## config.mk

```make
export PLATFORM = sky130hd
export DESIGN_NAME = load_store_unit
export DESIGN_NICKNAME = d
export VERILOG_FILES = /design/src/rtl/load_store_unit_pkg.sv /design/src/rtl/load_store_unit_load_align.sv /design/src/rtl/load_store_unit.sv
export SDC_FILE = /design/constraint.sdc
export NUM_CORES = 1
export LEC_CHECK = 0
export BUFFER_PORTS_ARGS = -buffer_cell sky130_fd_sc_hd__buf_2
export CORE_MARGIN = 2
export CORE_UTILIZATION = 25
export CTS_CLUSTER_DIAMETER = 200
export CTS_CLUSTER_SIZE = 20
export DETAILED_ROUTE_END_ITERATION = 16
export GPL_ROUTABILITY_DRIVEN = 0
export PLACE_DENSITY_LB_ADDON = 0.25
export RECOVER_POWER = 50
export SLEW_MARGIN = 10
export SYNTH_ARGS = -nofsm -noshare
export SYNTH_HDL_FRONTEND = slang
export SYNTH_SLANG_ARGS = --single-unit
export TNS_END_PERCENT = 20
```

## constraint.sdc

```tcl
create_clock -name i_clk -period 2 [get_ports i_clk]
set_clock_uncertainty 0.1 [all_clocks]
set_input_delay 0.1 -clock i_clk [delete_from_list [all_inputs] [get_ports i_clk]]
set_output_delay 0.1 -clock i_clk [all_outputs]
set_load 0.02 [all_outputs]
```

## src/rtl/load_store_unit_pkg.sv

```systemverilog
// Shared definitions for the load/store unit: funct3 codes, FSM encoding, byte-lane
// write-enable patterns and small funct3 decode helpers.
package load_store_unit_pkg;

    localparam logic [2:0] F3_B  = 3'b000;
    localparam logic [2:0] F3_H  = 3'b001;
    localparam logic [2:0] F3_W  = 3'b010;
    localparam logic [2:0] F3_BU = 3'b100;
    localparam logic [2:0] F3_HU = 3'b101;

    localparam logic [3:0] WEN_B0 = 4'b0001;
    localparam logic [3:0] WEN_B1 = 4'b0010;
    localparam logic [3:0] WEN_B2 = 4'b0100;
    localparam logic [3:0] WEN_B3 = 4'b1000;
    localparam logic [3:0] WEN_H0 = 4'b0011;
    localparam logic [3:0] WEN_H1 = 4'b1100;
    localparam logic [3:0] WEN_W  = 4'b1111;

    typedef enum logic [2:0] {
        ST_IDLE, ST_ISSUE, ST_RDWAIT, ST_RMW_WR, ST_RESP
    } lsu_state_e;

    typedef enum logic [1:0] {SZ_B, SZ_H, SZ_W} lsu_size_e;

    function automatic logic f3_illegal(input logic [2:0] f3);
        return (f3 == 3'b011) || (f3 == 3'b110) || (f3 == 3'b111);
    endfunction

    // Illegal codes (x11, 110) fall into the word size, which is what the
    // non-erroring configuration wants.
    function automatic lsu_size_e f3_size(input logic [2:0] f3);
        case (f3[1:0])
            2'b00:   return SZ_B;
            2'b01:   return SZ_H;
            default: return SZ_W;
        endcase
    endfunction

endpackage

```

## src/rtl/load_store_unit_load_align.sv

```systemverilog
// Combinational load-data alignment: picks the addressed byte/halfword out of the
// memory word and sign- or zero-extends it according to funct3.
module lsu_load_align
    import load_store_unit_pkg::*;
(
    input  logic [31:0] i_rd,
    input  logic [1:0]  i_off,
    input  logic [2:0]  i_funct3,
    output logic [31:0] o_data
);
    logic [7:0]  byte_sel;
    logic [15:0] half_sel;

    assign byte_sel = i_rd[{i_off, 3'b000} +: 8];
    assign half_sel = i_rd[{i_off[1], 4'b0000} +: 16];

    always_comb begin
        case (i_funct3)
            F3_B:    o_data = {{24{byte_sel[7]}}, byte_sel};
            F3_BU:   o_data = {24'b0, byte_sel};
            F3_H:    o_data = {{16{half_sel[15]}}, half_sel};
            F3_HU:   o_data = {16'b0, half_sel};
            default: o_data = i_rd;
        endcase
    end
endmodule

```

## src/rtl/load_store_unit.sv

```systemverilog
// RV32I load/store initiator for a byte-enable data memory. Upper-halfword stores are
// done as read-modify-write because the memory does not decode wen=1100.
module load_store_unit
    import load_store_unit_pkg::*;
#(
    parameter bit RMW_HI_HALF = 1'b1,
    parameter bit ERR_ILLEGAL = 1'b1
) (
    input  logic        i_clk,
    input  logic        i_rst,
    input  logic        i_req,
    input  logic        i_we,
    input  logic [2:0]  i_funct3,
    input  logic [31:0] i_addr,
    input  logic [31:0] i_wdata,
    output logic [31:0] o_rdata,
    output logic        o_done,
    output logic        o_err,
    output logic        o_busy,
    output logic [31:0] o_dm_addr,
    output logic [31:0] o_dm_wd,
    output logic [3:0]  o_dm_wen,
    output logic        o_dm_ren,
    input  logic [31:0] i_dm_rd
);
    lsu_state_e  state_q, state_d;
    logic        we_q, we_d;
    logic [2:0]  funct3_q, funct3_d;
    logic [31:0] addr_q, addr_d;
    logic [31:0] wdata_q, wdata_d;
    logic [31:0] merge_q, merge_d;
    logic [31:0] rdata_q, rdata_d;
    logic        done_q, done_d;
    logic        err_q, err_d;

    logic [31:0] rd_aligned;
    logic        req_bad;
    logic        is_rmw;
    logic [3:0]  st_wen;
    logic [31:0] st_wd;

    lsu_load_align u_align (
        .i_rd     (i_dm_rd),
        .i_off    (addr_q[1:0]),
        .i_funct3 (funct3_q),
        .o_data   (rd_aligned)
    );

    always_comb begin
        req_bad = 1'b0;
        case (f3_size(i_funct3))
            SZ_H:    req_bad = i_addr[0];
            SZ_W:    req_bad = (i_addr[1:0] != 2'b00);
            default: req_bad = 1'b0;
        endcase
        if (ERR_ILLEGAL && f3_illegal(i_funct3)) req_bad = 1'b1;
    end

    assign is_rmw = RMW_HI_HALF && we_q && (f3_size(funct3_q) == SZ_H) && addr_q[1];

    always_comb begin
        st_wen = WEN_W;
        st_wd  = wdata_q;
        case (f3_size(funct3_q))
            SZ_B: begin
                st_wd = {24'b0, wdata_q[7:0]} << {addr_q[1:0], 3'b000};
                case (addr_q[1:0])
                    2'd0:    st_wen = WEN_B0;
                    2'd1:    st_wen = WEN_B1;
                    2'd2:    st_wen = WEN_B2;
                    default: st_wen = WEN_B3;
                endcase
            end
            SZ_H: begin
                st_wd  = {16'b0, wdata_q[15:0]} << {addr_q[1], 4'b0000};
                st_wen = addr_q[1] ? WEN_H1 : WEN_H0;
            end
            default: ;
        endcase
    end

    // Memory strobes are gated by reset so an aborted RMW never writes in the reset cycle.
    always_comb begin
        o_dm_ren = 1'b0;
        o_dm_wen = 4'b0000;
        o_dm_wd  = 32'b0;
        if (!i_rst) begin
            case (state_q)
                ST_ISSUE: begin
                    if (!we_q || is_rmw) begin
                        o_dm_ren = 1'b1;
                    end else begin
                        o_dm_wen = st_wen;
                        o_dm_wd  = st_wd;
                    end
                end
                ST_RMW_WR: begin
                    o_dm_wen = WEN_W;
                    o_dm_wd  = merge_q;
                end
                default: ;
            endcase
        end
    end

    always_comb begin
        state_d  = state_q;
        we_d     = we_q;
        funct3_d = funct3_q;
        addr_d   = addr_q;
        wdata_d  = wdata_q;
        merge_d  = merge_q;
        rdata_d  = rdata_q;
        done_d   = 1'b0;
        err_d    = 1'b0;
        case (state_q)
            ST_IDLE: begin
                if (i_req) begin
                    we_d     = i_we;
                    funct3_d = i_funct3;
                    addr_d   = i_addr;
                    wdata_d  = i_wdata;
                    state_d  = req_bad ? ST_RESP : ST_ISSUE;
                    done_d   = req_bad;
                    err_d    = req_bad;
                end
            end
            ST_ISSUE: begin
                if (!we_q || is_rmw) begin
                    state_d = ST_RDWAIT;
                end else begin
                    state_d = ST_RESP;
                    done_d  = 1'b1;
                end
            end
            ST_RDWAIT: begin
                if (!we_q) begin
                    rdata_d = rd_aligned;
                    state_d = ST_RESP;
                    done_d  = 1'b1;
                end else begin
                    merge_d = {wdata_q[15:0], i_dm_rd[15:0]};
                    state_d = ST_RMW_WR;
                end
            end
            ST_RMW_WR: begin
                state_d = ST_RESP;
                done_d  = 1'b1;
            end
            default: state_d = ST_IDLE;
        endcase
    end

    always_ff @(posedge i_clk) begin
        if (i_rst) begin
            state_q  <= ST_IDLE;
            we_q     <= 1'b0;
            funct3_q <= 3'b000;
            addr_q   <= 32'b0;
            wdata_q  <= 32'b0;
            merge_q  <= 32'b0;
            rdata_q  <= 32'b0;
            done_q   <= 1'b0;
            err_q    <= 1'b0;
        end else begin
            state_q  <= state_d;
            we_q     <= we_d;
            funct3_q <= funct3_d;
            addr_q   <= addr_d;
            wdata_q  <= wdata_d;
            merge_q  <= merge_d;
            rdata_q  <= rdata_d;
            done_q   <= done_d;
            err_q    <= err_d;
        end
    end

    assign o_rdata   = rdata_q;
    assign o_done    = done_q;
    assign o_err     = err_q;
    assign o_busy    = (state_q != ST_IDLE);
    assign o_dm_addr = addr_q;

endmodule

```

==> summary.md <==
| Metric | Value |
|---|---|
| Sw power | `2.17 mW` |
| NumNets Final | `1177` |
| Cell family with most CP delay | `buffers and inverters` |
| Least-Margin Pin Slew | `0.577 ns` |
| Grt met2 use | `31.2%` |
| Cell Count Post-Placement | `1251` |
| Worst EP required | `1.80 ns` |
| Crit-path max FO | `10` |
| Sequential share of power | `39.2%` |
| Crit-path slowest cell | `dfxtp_2` |
| Met1 usage | `23.9%` |
| Final wirelength | `24.0 mm` |
| Mapped cell area | `6060 µm²` |
| Arr. time, crit path | `1.92 ns` |
| TritonRoute pass-1 iters | `8` |
| DRC | `0` |
| Buffer depth of the longest clock path | `2` |
| Fillers | `2480` |
| Total power | `7.68 mW` |
| Sequential standard cell area | `2760 µm²` |
| Largest net degree at the start of global routing | `112` |
| Initial antenna violation count | `1` |
| Hpwl dp | `16.6 mm` |
| Clock Tree Root | `clkbuf_16` |
| CP bufs+invs | `3` |
| Final Max Tran Viols | `0` |
| Fin crit share | `106%` |
| Synth area leaders | `dfxtp_1 45%, nand2_1 15%, a21oi_1 8.9%, a211oi_1 3.1%, nor2_1 2.5%` |
| Sw frac | `28.3%` |
| Number of port buffers | `206` |
| Multi-input logic area | `3130 µm²` |
| Worst-skew pair later-pin latency | `0.42 ns` |
| First-pass GRT wire length | `37.3 mm` |
| P&R area growth vs syn | `57.7%` |
| Final hold vios | `0` |
| Hold slack | `0.112 ns` |
| CTS buffer count | `17` |
| DIE WIDTH | `160 µm` |
| Max IR drop VDD | `0.434 mV` |
| Pint | `5.50 mW` |
| Final setup viols | `34` |
| Global route total overflow | `0` |
| Top Ports | `207` |
| Most frequent cells in the layout | `226 x nand2_1, 129 x dfxtp_1, 109 x buf_2` |
| Count of different cell masters after synthesis | `48` |
| Avg Synthesized Cell Area | `7.93 µm²` |
| Power share of the clock group | `45.1%` |
| Fmax | `472 MHz` |
| Initial Util | `25.6%` |
| Commonest non-fill, non-tap cell in the layout | `nand2_1` |
| CP peak stage delay | `0.34 ns` |
| Yosys top cell area share | `45.3%` |
| DRT iter0 DRCs | `530` |
| Comb pwr share | `15.7%` |
| Die footprint | `25500 µm²` |
| Setup tns final | `-1.84 ns` |
| Setup slack after layout | `-0.118 ns` |
| CP Cell Sequence | `buf_6 > nand3b_1 > buf_4 > nand3_4 > a2bb2oi_1 > nor2_1 > buf_2` |
| Met3 Use GR | `4.57%` |
| Status | `finished with violations` |
| Gr usage total | `18.7%` |
| Violated checks | `setup timing` |
| Pre-CTS setup slack | `0.0588 ns` |
| Pwr Density | `804 nW/µm²` |
| H-tree depth | `4` |
| Setup Crit Path Kind | `reg -> out` |
| Layout cells sized above 1 | `26.1%` |
| Min-delay worst type | `in -> reg` |
| Gate Count Post-Synth | `764` |
| CTS tree | `built` |
| Post-route non-filler standard cell count | `1407` |
| Gr busiest metal | `met2` |
| Die height | `160 µm` |
| RSZ-0062 raised after global routing | `yes` |
| CTS Sinks | `137` |
| Sequential area share after synthesis | `45.3%` |
| Slew Limit Headroom | `61.5%` |
| CP Launch Type | `flip-flop` |
| Via count | `6663` |
| Vias in the first global route | `6605` |
| Reg clk slew, reported paths | `0.07 ns` |
| Drt via density | `4.74` |
| Antenna-violating nets left | `0` |
| Routed wire per std cell | `17.1 µm` |
| Yosys synthesis warning count | `0` |
| MaxCap Viol Count | `0` |
| Area leader, netlist | `dfxtp_1` |
| Post-layout min period | `2.12 ns` |
| Core area | `23600 µm²` |
| Yosys reg bits | `137` |
| Post-Syn Nets | `867` |
| Leak Pwr | `3.63 nW` |
| # rows | `56` |
| Critical Path Sink Type | `primary output` |
## kinds of logic after synthesis
| kind of cell | share of synthesized area (%) |
|---|---|
| buf+inv | 6.10 |
| flops | 45.3 |
| compound gates | 24.8 |
| simple gates | 23.0 |
| mux | 0.847 |
## synth_stat cells (all sizes together)
master   count
nand2      235
dfxtp      137
a21oi      109
nor2        43
buf         40
clkbuf      27
o21ai       27
a211oi      25
a222oi      14
and2        10
a22oi        9
a22o         8
a2bb2oi      8
a31oi        8
a32oi        8
nor3b        8
a221oi       7
o21bai       6
mux2i        4
nand3b       4
and3         3
nor2b        3
nor3         3
a21o         2
and3b        2
inv          2
nand3        2
o21a         2
a311oi       1
mux2         1
nand2b       1
nand4b       1
nor4b        1
o22ai        1
o31a         1
or3b         1
## through the flow
step                utilization, %  cell area, µm²
global route                  40.4            9550
floorplan                        -            6060
detailed placement            31.4            7420
finish                        40.4            9550
CTS                           40.2            9500
global placement              31.4            7420
## sequential cells by signal, summed over array words and instances (netlist names)
| register | flops |
|---|---|
| o_dm_addr | 32 |
| wdata_q | 32 |
| we_q | 1 |
| o_err | 1 |
| o_done | 1 |
| o_rdata | 32 |
| merge_q | 32 |
| funct3_q | 3 |
| state_q | 3 |
## metal layers
| layer | vias to the layer above | share of wire, % |
|---|---|---|
| li1 | 3290 | - |
| met1 | 3099 | 45 |
| met2 | 248 | 47 |
| met3 | 26 | 6.8 |
| met4 | 0 | 1.5 |
| met5 | - | 0 |
## power by group through the flow
stage | Combinational [mW] | Sequential [mW] | Clock [mW]
floorplan | 0.544 | 3.11 | 0
global placement | 1.00 | 3.06 | 0
detailed placement | 1.01 | 3.07 | 0
CTS | 1.23 | 3.00 | 3.54
global route | 1.33 | 3.03 | 3.67
finish | 1.20 | 3.01 | 3.46
## cell type report
cell class	instances	area share, %
multi-input combinational	558	32.7
sequential	137	28.9
timing repair buffer	358	27.3
clock buffer	17	4.46
tap	319	4.18
clock inverter	15	2.27
inverter	2	0.118
antenna	1	0.0262
## worst register-to-register path, cell delays in order, from the launching register on
cell and delay (ns):
dfxtp_4 0.36, buf_4 0.13, nor3_1 0.44, and2_2 0.27, buf_12 0.22, nand2_1 0.18
a21oi_1 0.14
## final timing paths
check	slack (ns)	cells after the start	from	endpoint
worst max-delay path	-0.12	7	o_dm_addr[1]	o_dm_wd[17]
worst min-delay path	0.11	3	i_rst	merge_q[3]
worst max register to register	0.09	6	state_q[2]	wdata_q[15]
worst min register to register	0.35	2	o_dm_addr[26]	o_dm_addr[26]
## what timing repair did
action,4_1_cts,5_1_grt
cloned,2,0
endpoints found under the setup margin,36,36
gates resized for setup,81,40
hold buffers,101,0
pin swaps,14,9
setup buffers,17,3
hold endpoints to repair,109,0
Power figures use the tool's default switching activity.
